## src/rtl/instr_sequencer.sv

```systemverilog
// Instruction sequencer: holds a small loadable program and issues one
// instruction at a time downstream over a valid/ready handshake, stepping
// a program counter from 0 up to the latched program length.
module instr_sequencer #(
  parameter int ADDR_W  = 4,
  parameter int REG_AW  = 2,
  parameter int INSTR_W = 3 + 3*REG_AW
) (
  input  logic               clk,
  input  logic               rst,
  input  logic               load_en,
  input  logic [ADDR_W-1:0]  load_addr,
  input  logic [INSTR_W-1:0] load_data,
  input  logic [ADDR_W:0]    prog_len,
  input  logic               start,
  input  logic               abort,
  input  logic               issue_ready,
  output logic               issue_valid,
  output logic [2:0]         opcode,
  output logic [REG_AW-1:0]  rd,
  output logic [REG_AW-1:0]  rs1,
  output logic [REG_AW-1:0]  rs2,
  output logic [ADDR_W-1:0]  pc,
  output logic               busy,
  output logic               done
);

  localparam int DEPTH = 2**ADDR_W;
  localparam logic [ADDR_W:0] MAX_LEN = (ADDR_W+1)'(DEPTH);
  localparam logic [ADDR_W:0] LEN_ONE = (ADDR_W+1)'(1);

  typedef enum logic [1:0] {
    S_IDLE,
    S_FETCH,
    S_ISSUE,
    S_DONE
  } state_t;

  state_t              state, state_nxt;
  logic [INSTR_W-1:0]  mem [DEPTH];
  logic [INSTR_W-1:0]  instr_q;
  logic [ADDR_W-1:0]   pc_q;
  logic [ADDR_W:0]     len_q;
  logic [ADDR_W:0]     pc_inc;
  logic                launch;
  logic                handshake;
  logic                last;

  // abort has priority over both start (in IDLE) and a completing handshake.
  assign launch    = (state == S_IDLE) && start && !abort;
  assign handshake = (state == S_ISSUE) && issue_ready && !abort;
  // Computed one bit wider than pc so a full-depth program never wraps.
  assign pc_inc    = {1'b0, pc_q} + LEN_ONE;
  assign last      = (pc_inc == len_q);

  // State register.
  // NOTE: sequential state uses non-blocking assignments so every register
  // samples pre-edge values; blocking here would create ordering races.
  always_ff @(posedge clk) begin
    if (rst) state <= S_IDLE;
    else     state <= state_nxt;
  end

  // Next-state logic.
  // NOTE: state_nxt is defaulted before the case so no path leaves it
  // unassigned, which would otherwise infer a latch.
  always_comb begin
    state_nxt = state;
    unique case (state)
      S_IDLE:  if (launch) state_nxt = (prog_len == '0) ? S_DONE : S_FETCH;
      S_FETCH: state_nxt = abort ? S_DONE : S_ISSUE;
      S_ISSUE: begin
        if (abort)          state_nxt = S_DONE;
        else if (handshake) state_nxt = last ? S_DONE : S_FETCH;
      end
      S_DONE:  state_nxt = S_IDLE;
      default: state_nxt = S_IDLE;
    endcase
  end

  // Program counter and issued-instruction register; the register only
  // reloads in FETCH, so fields stay frozen while ISSUE waits on ready.
  always_ff @(posedge clk) begin
    if (rst) begin
      pc_q    <= '0;
      instr_q <= '0;
    end else begin
      if (launch)                pc_q <= '0;
      else if (handshake && !last) pc_q <= pc_inc[ADDR_W-1:0];
      if (state == S_FETCH)      instr_q <= mem[pc_q];
    end
  end

  // Program memory writes and run-length capture.
  // NOTE: memory and length are deliberately left out of reset: a reset must
  // preserve the loaded program, and a memory array with reset would not map
  // onto RAM.
  always_ff @(posedge clk) begin
    if (load_en && (state == S_IDLE || state == S_DONE))
      mem[load_addr] <= load_data;
    if (launch)
      len_q <= (prog_len > MAX_LEN) ? MAX_LEN : prog_len;
  end

  assign issue_valid           = (state == S_ISSUE);
  assign {opcode, rd, rs1, rs2} = instr_q;
  assign pc                    = pc_q;
  assign busy                  = (state == S_FETCH) || (state == S_ISSUE);
  assign done                  = (state == S_DONE);

endmodule

```

## config.mk

```make
export PLATFORM = sky130hd
export DESIGN_NAME = instr_sequencer
export DESIGN_NICKNAME = d
export VERILOG_FILES = /design/src/rtl/instr_sequencer.sv
export SDC_FILE = /design/constraint.sdc
export NUM_CORES = 1
export LEC_CHECK = 0
export CORE_ASPECT_RATIO = 0.75
export CORE_MARGIN = 10
export CORE_UTILIZATION = 30
export CTS_BUF_LIST = sky130_fd_sc_hd__clkbuf_4
export CTS_CLUSTER_SIZE = 20
export DETAILED_ROUTE_END_ITERATION = 8
export PLACE_DENSITY = 0.49
export SLEW_MARGIN = 20
export SYNTH_ARGS = -nofsm -noshare
export SYNTH_HDL_FRONTEND = slang
export SYNTH_SLANG_ARGS = --single-unit
export TNS_END_PERCENT = 20
```

## constraint.sdc

```tcl
create_clock -name clk -period 2.5 [get_ports clk]
set_clock_uncertainty 0.2 [all_clocks]
set_input_delay 0.5 -clock clk [delete_from_list [all_inputs] [get_ports clk]]
set_output_delay 0.5 -clock clk [all_outputs]
set_load 0.02 [all_outputs]
```

# == After elaboration in Yosys (flattened, before gate mapping) ==
# Memories as Yosys holds them, arrays and structs flattened. A register that Yosys moved wholly into a read port is not among the register bits.
# Cells that the tools add are included.
# word_totals
ff_bits,11
mem_bits_rw,144
word_cells,35
n_memories,1
# memory_table
memory,words,width,rd,rd_ports_with_merged_regs,write_ports,line_no,source
mem,16,9,1,1,1,40,logic [INSTR_W-1:0] mem [DEPTH];
# op_classes
addsub,1
n_lt_le_gt_ge,1
n_eq_ne,6
muxes,9
n_reduce_logical,14
# op_table
cell,n
$mux 2,5
$pmux 2 s4,1
$logic_and 1x1->1,6
$add 4x1->5 const B,1
$eq 5x5->1,1
$gt 5x5->1 const B,1
$logic_not 5->1,1
$eq 2x2->1 const B,2
$mux 1,3
$ne 3x2->1 const B,1
$eq 2x1->1 const B,1
$logic_not 1->1,2
$logic_not 2->1,1
$logic_or 1x1->1,2
$ne 2x2->1 const B,1
$reduce_and 2->1,1
$reduce_or 2->1,1

# == Longest topological paths before layout ==
# logic_depth
depth_word,6
depth_mapped,7

# == Worst setup path before layout ==
# OpenSTA, ideal clock, no wires.
# synth_timing
path_kind,flip-flop to flip-flop
from,register state[0]
to,memory mem[2][0] (netlist bit) (enable)
arrival_ns,2.181
required_time_ns,1.913
path_slack_ns,-0.268
path_stages_with_launch,6
period_less_slack_ns,2.768
cell_sequence,dfxtp_1 -> inv_1 -> ha_1 -> nand2b_1 -> or3b_2 -> nor3_1
# synth_between
elab_chain_cells,5
elab_cells_between_ends,6
cone_classes,eq/ne (1); mux (2); reduce/logical (3)
# synth_lines
element,line_no,source
from (decl),39,"state_t state, state_nxt;"
from (signal assigned),61,else state <= state_nxt;
$eq 2x2->1 or $logic_not 2->1 (tied branches),99,if (load_en && (state == S_IDLE || state == S_DONE))
$logic_or 1x1->1 *,99,
$logic_and 1x1->1 *,99,
$mux 1 *,99,
$mux 1 (implied by the code) *,100,mem[load_addr] <= load_data;
to (decl),40,
# Every way passes the cells marked *; elsewhere a longest branch is shown, timed or not.

# == Worst setup path in the final report ==
# layout_timing
from,register state[1]
to,register instr_q[5] (read register of mem)
# layout_between
elab_chain_cells,1
# layout_lines
element,line_no,source
$eq 2x1->1,90,if (state == S_FETCH) instr_q <= mem[pc_q];
to (decl),41,logic [INSTR_W-1:0] instr_q;
# No other way between the ends.
# A chain may end at the register's enable or synchronous reset.

==> flow_metrics.py <==
metrics = {
    "detailed_routing": {
        "wire_per_inst_um": 20.4,
        "drc_errors": 0,
        "vias": 3799,
        "postRouteAntennaNets": 0,
        "routed_via_density": 4.74,
        "dr.pass1.iters": 4,
        "wl_um": 16400,
        "dr.first_iter.drc_count": 293,
    },
    "clock_network": {
        "htree_num_levels": 4,
        "clkTransAtPathRegs_ns": 0.13,
        "cts_buffers": 17,
        "clk_latency_ns": 0.55,
        "cts.path.max_buffers": 2,
        "cts_root_buf": "clkbuf_4",
        "hold_buffers": 0,
        "cts.sinks": 164,
        "tritoncts": "built",
    },
    "synthesis": {
        "synth_edf_count": 149,
        "synth_top_flop_cell": "edfxtp_1",
        "synthTopCellsByArea": "edfxtp_1 (67%), mux2i_1 (8.1%), dfxtp_1 (4.5%)",
        "synth_seq_cells": 164,
        "synthCells": 421,
        "synth_nets": 451,
        "yosys.area.top_type": "edfxtp_1",
        "synth_common_cells": "edfxtp_1 (149), mux2i_1 (54), nor2_1 (17)",
        "syn_avg_cell_area_um2": 15.9,
        "ys_async_sr_fraction_pct": 0,
        "yosys.cell_types.count": 45,
        "ys_seq_area_share_pct": 71.4,
        "syn_area_um2": 6690,
        "synth.most_common_cell": "edfxtp_1",
        "yosysWarningCount": 0,
        "synth_top_area_share_pct": 66.9,
    },
    "timing": {
        "fmax_mhz": 417,
        "maxSlewHeadroom_pct": 47.4,
        "tightestPinTransition_ns": 0.787,
        "setup_tns_ns": 0,
        "final-setup-viol-count": 0,
        "drv_slew": 0,
        "hold_viol": 0,
        "worst_slack_ns": 0.104,
        "final.min_clock_period_ns": 2.40,
        "rsz0062_at_grt": "false",
        "period_share_pct": 95.8,
    },
    "die": {
        "dieHeight_um": 149,
        "dieArea_um2": 28700,
        "start_util_pct": 30.4,
        "core_area_um2": 22000,
        "fp.dieW_um": 192,
        "ios": 40,
        "fp-row-count": 47,
    },
    "power": {
        "power_density_nw_per_um2": 702,
        "total_leakage_power_nw": 2.47,
        "peakVddDrop_mv": 0.301,
    },
    "global_route": {
        "grt_pass1_wl_um": 24200,
        "grtUsageMet3_pct": 3.08,
        "grt_pass1_vias": 3866,
        "met1_usage_pct": 17.1,
        "grtUsageMet2_pct": 16.6,
        "top_usage_layer": "met1",
        "track_usage_pct": 11.6,
        "grt_max_degree": 37,
        "antenna_found_initial": 0,
        "grt-ovfl-total": 0,
    },
    "placed_design": {
        "dp_cells": 768,
        "place_area_um2": 7610,
        "dp_hpwl_um": 10900,
        "gp_congestion": 0.772,
        "place_ws_ns": -0.296,
        "io_buffers": 39,
    },
    "cells_and_area": {
        "fin_area_um2": 7950,
        "final_layout_size_suffix_gt1_share_pct": 17.6,
        "syn_to_final_growth_pct": 18.9,
        "final_cells": 802,
        "nFillCells": 2122,
        "nets": 524,
    },
    "setup_path": {
        "critPathArrivalTime_ns": 2.68,
        "reg2reg_slack_ns": 0.10,
        "critical_path_class": "flip-flop to flip-flop",
        "path_max_fanout": 9,
        "end_kind": "flip-flop",
        "cp.required_ns": 2.78,
        "critPathLaunchType": "flip-flop",
    },
    "run_status": {
        "status": "complete, no violations",
    },
    "job": {
        "cap_violations": 0,
    },
    "hold_path": {
        "hp-class": "flip-flop to flip-flop",
    },
}
-- cells in the final DEF (no fill, tap or decap), types with 10 or more instances in the layout --
cell type and instances:
nor2b_1 15, nor2_1 17, mux2i_1 54, nand2_1 13, buf_4 32, clkbuf_4 18, a21oi_1 16, o211ai_1 10
edfxtp_1 149, clkdlybuf4s50_1 34, dfxtp_1 11
-- through the flow --
| step | hold WS, ns | util [%] | power (mW) |
|---|---|---|---|
| global route | 0.332 | 36.1 | 5.83 |
| global placement | 0.287 | 34.6 | 3.96 |
| CTS | 0.302 | 36.1 | 5.62 |
| detailed placement | 0.271 | 34.6 | 3.97 |
| finish | 0.299 | 36.2 | 5.58 |
| floorplan | 0.264 | - | 3.60 |
-- path summary, 6_finish.rpt --
check,start,end,depth (start not counted)
worst min-delay path,state[0],state[0],2
worst min register to register,state[0],state[0],2
worst max-delay path,state[1],instr_q[5],7
worst max register to register,state[1],instr_q[5],7
-- critical path, stage by stage, from the launching register on --
cell and delay [ns]:
dfxtp_1 0.36, inv_1 0.13, ha_1 0.26, or3b_2 0.59, a2111oi_0 0.47, buf_4 0.20, a21oi_1 0.04, o21ai_1 0.09
-- flip-flops by register name, summed over array words and instances, names as in the netlist --
register	count
state	2
instr_q	9
len_q	5
pc	4
mem	144
-- logic make-up (layout without fill, tap and decap cells) --
| logic type | count (synthesis) | after routing | synth area share, % |
|---|---|---|---|
| mux | 63 | 63 | 9.60 |
| flops | 164 | 164 | 71.4 |
| other cells | 0 | 1 | 0 |
| simple gates | 76 | 76 | 6.25 |
| buf+inv | 24 | 110 | 1.98 |
| xor+xnor | 6 | 6 | 0.786 |
| fa+ha+maj | 6 | 6 | 1.12 |
| compound gates | 82 | 82 | 8.83 |
-- what timing repair did --
item	in CTS	in global routing
setup buffers	1	0
endpoints found under the setup margin	8	36
hold endpoints to repair	0	0
resized for setup	8	5
-- metal layers --
layer	wire, um	share of wire (%)
met3	754	4.6
met5	0	0
met1	8560	52
met2	6990	43
met4	93	0.57
-- layout make-up --
type / instances / area (um2) / area share [%]
flip-flops and latches: 164 / 4780 / 60.2
clock inverters: 14 / 174 / 2.19
inverters: 4 / 15.0 / 0.189
repair buffers: 74 / 683 / 8.59
multi-input cells: 233 / 1790 / 22.5
clock buffers: 18 / 135 / 1.70
well taps: 294 / 368 / 4.63
diodes: 1 / 2.50 / 0.0315
-- power breakdown --
part	switching, mW	internal (mW)	leakage [nW]
clock network	0.967	0.719	0.163
logic	0.429	0.292	0.839
registers	0.0602	3.11	1.47
Note: power is estimated with default switching activity, not from simulation.
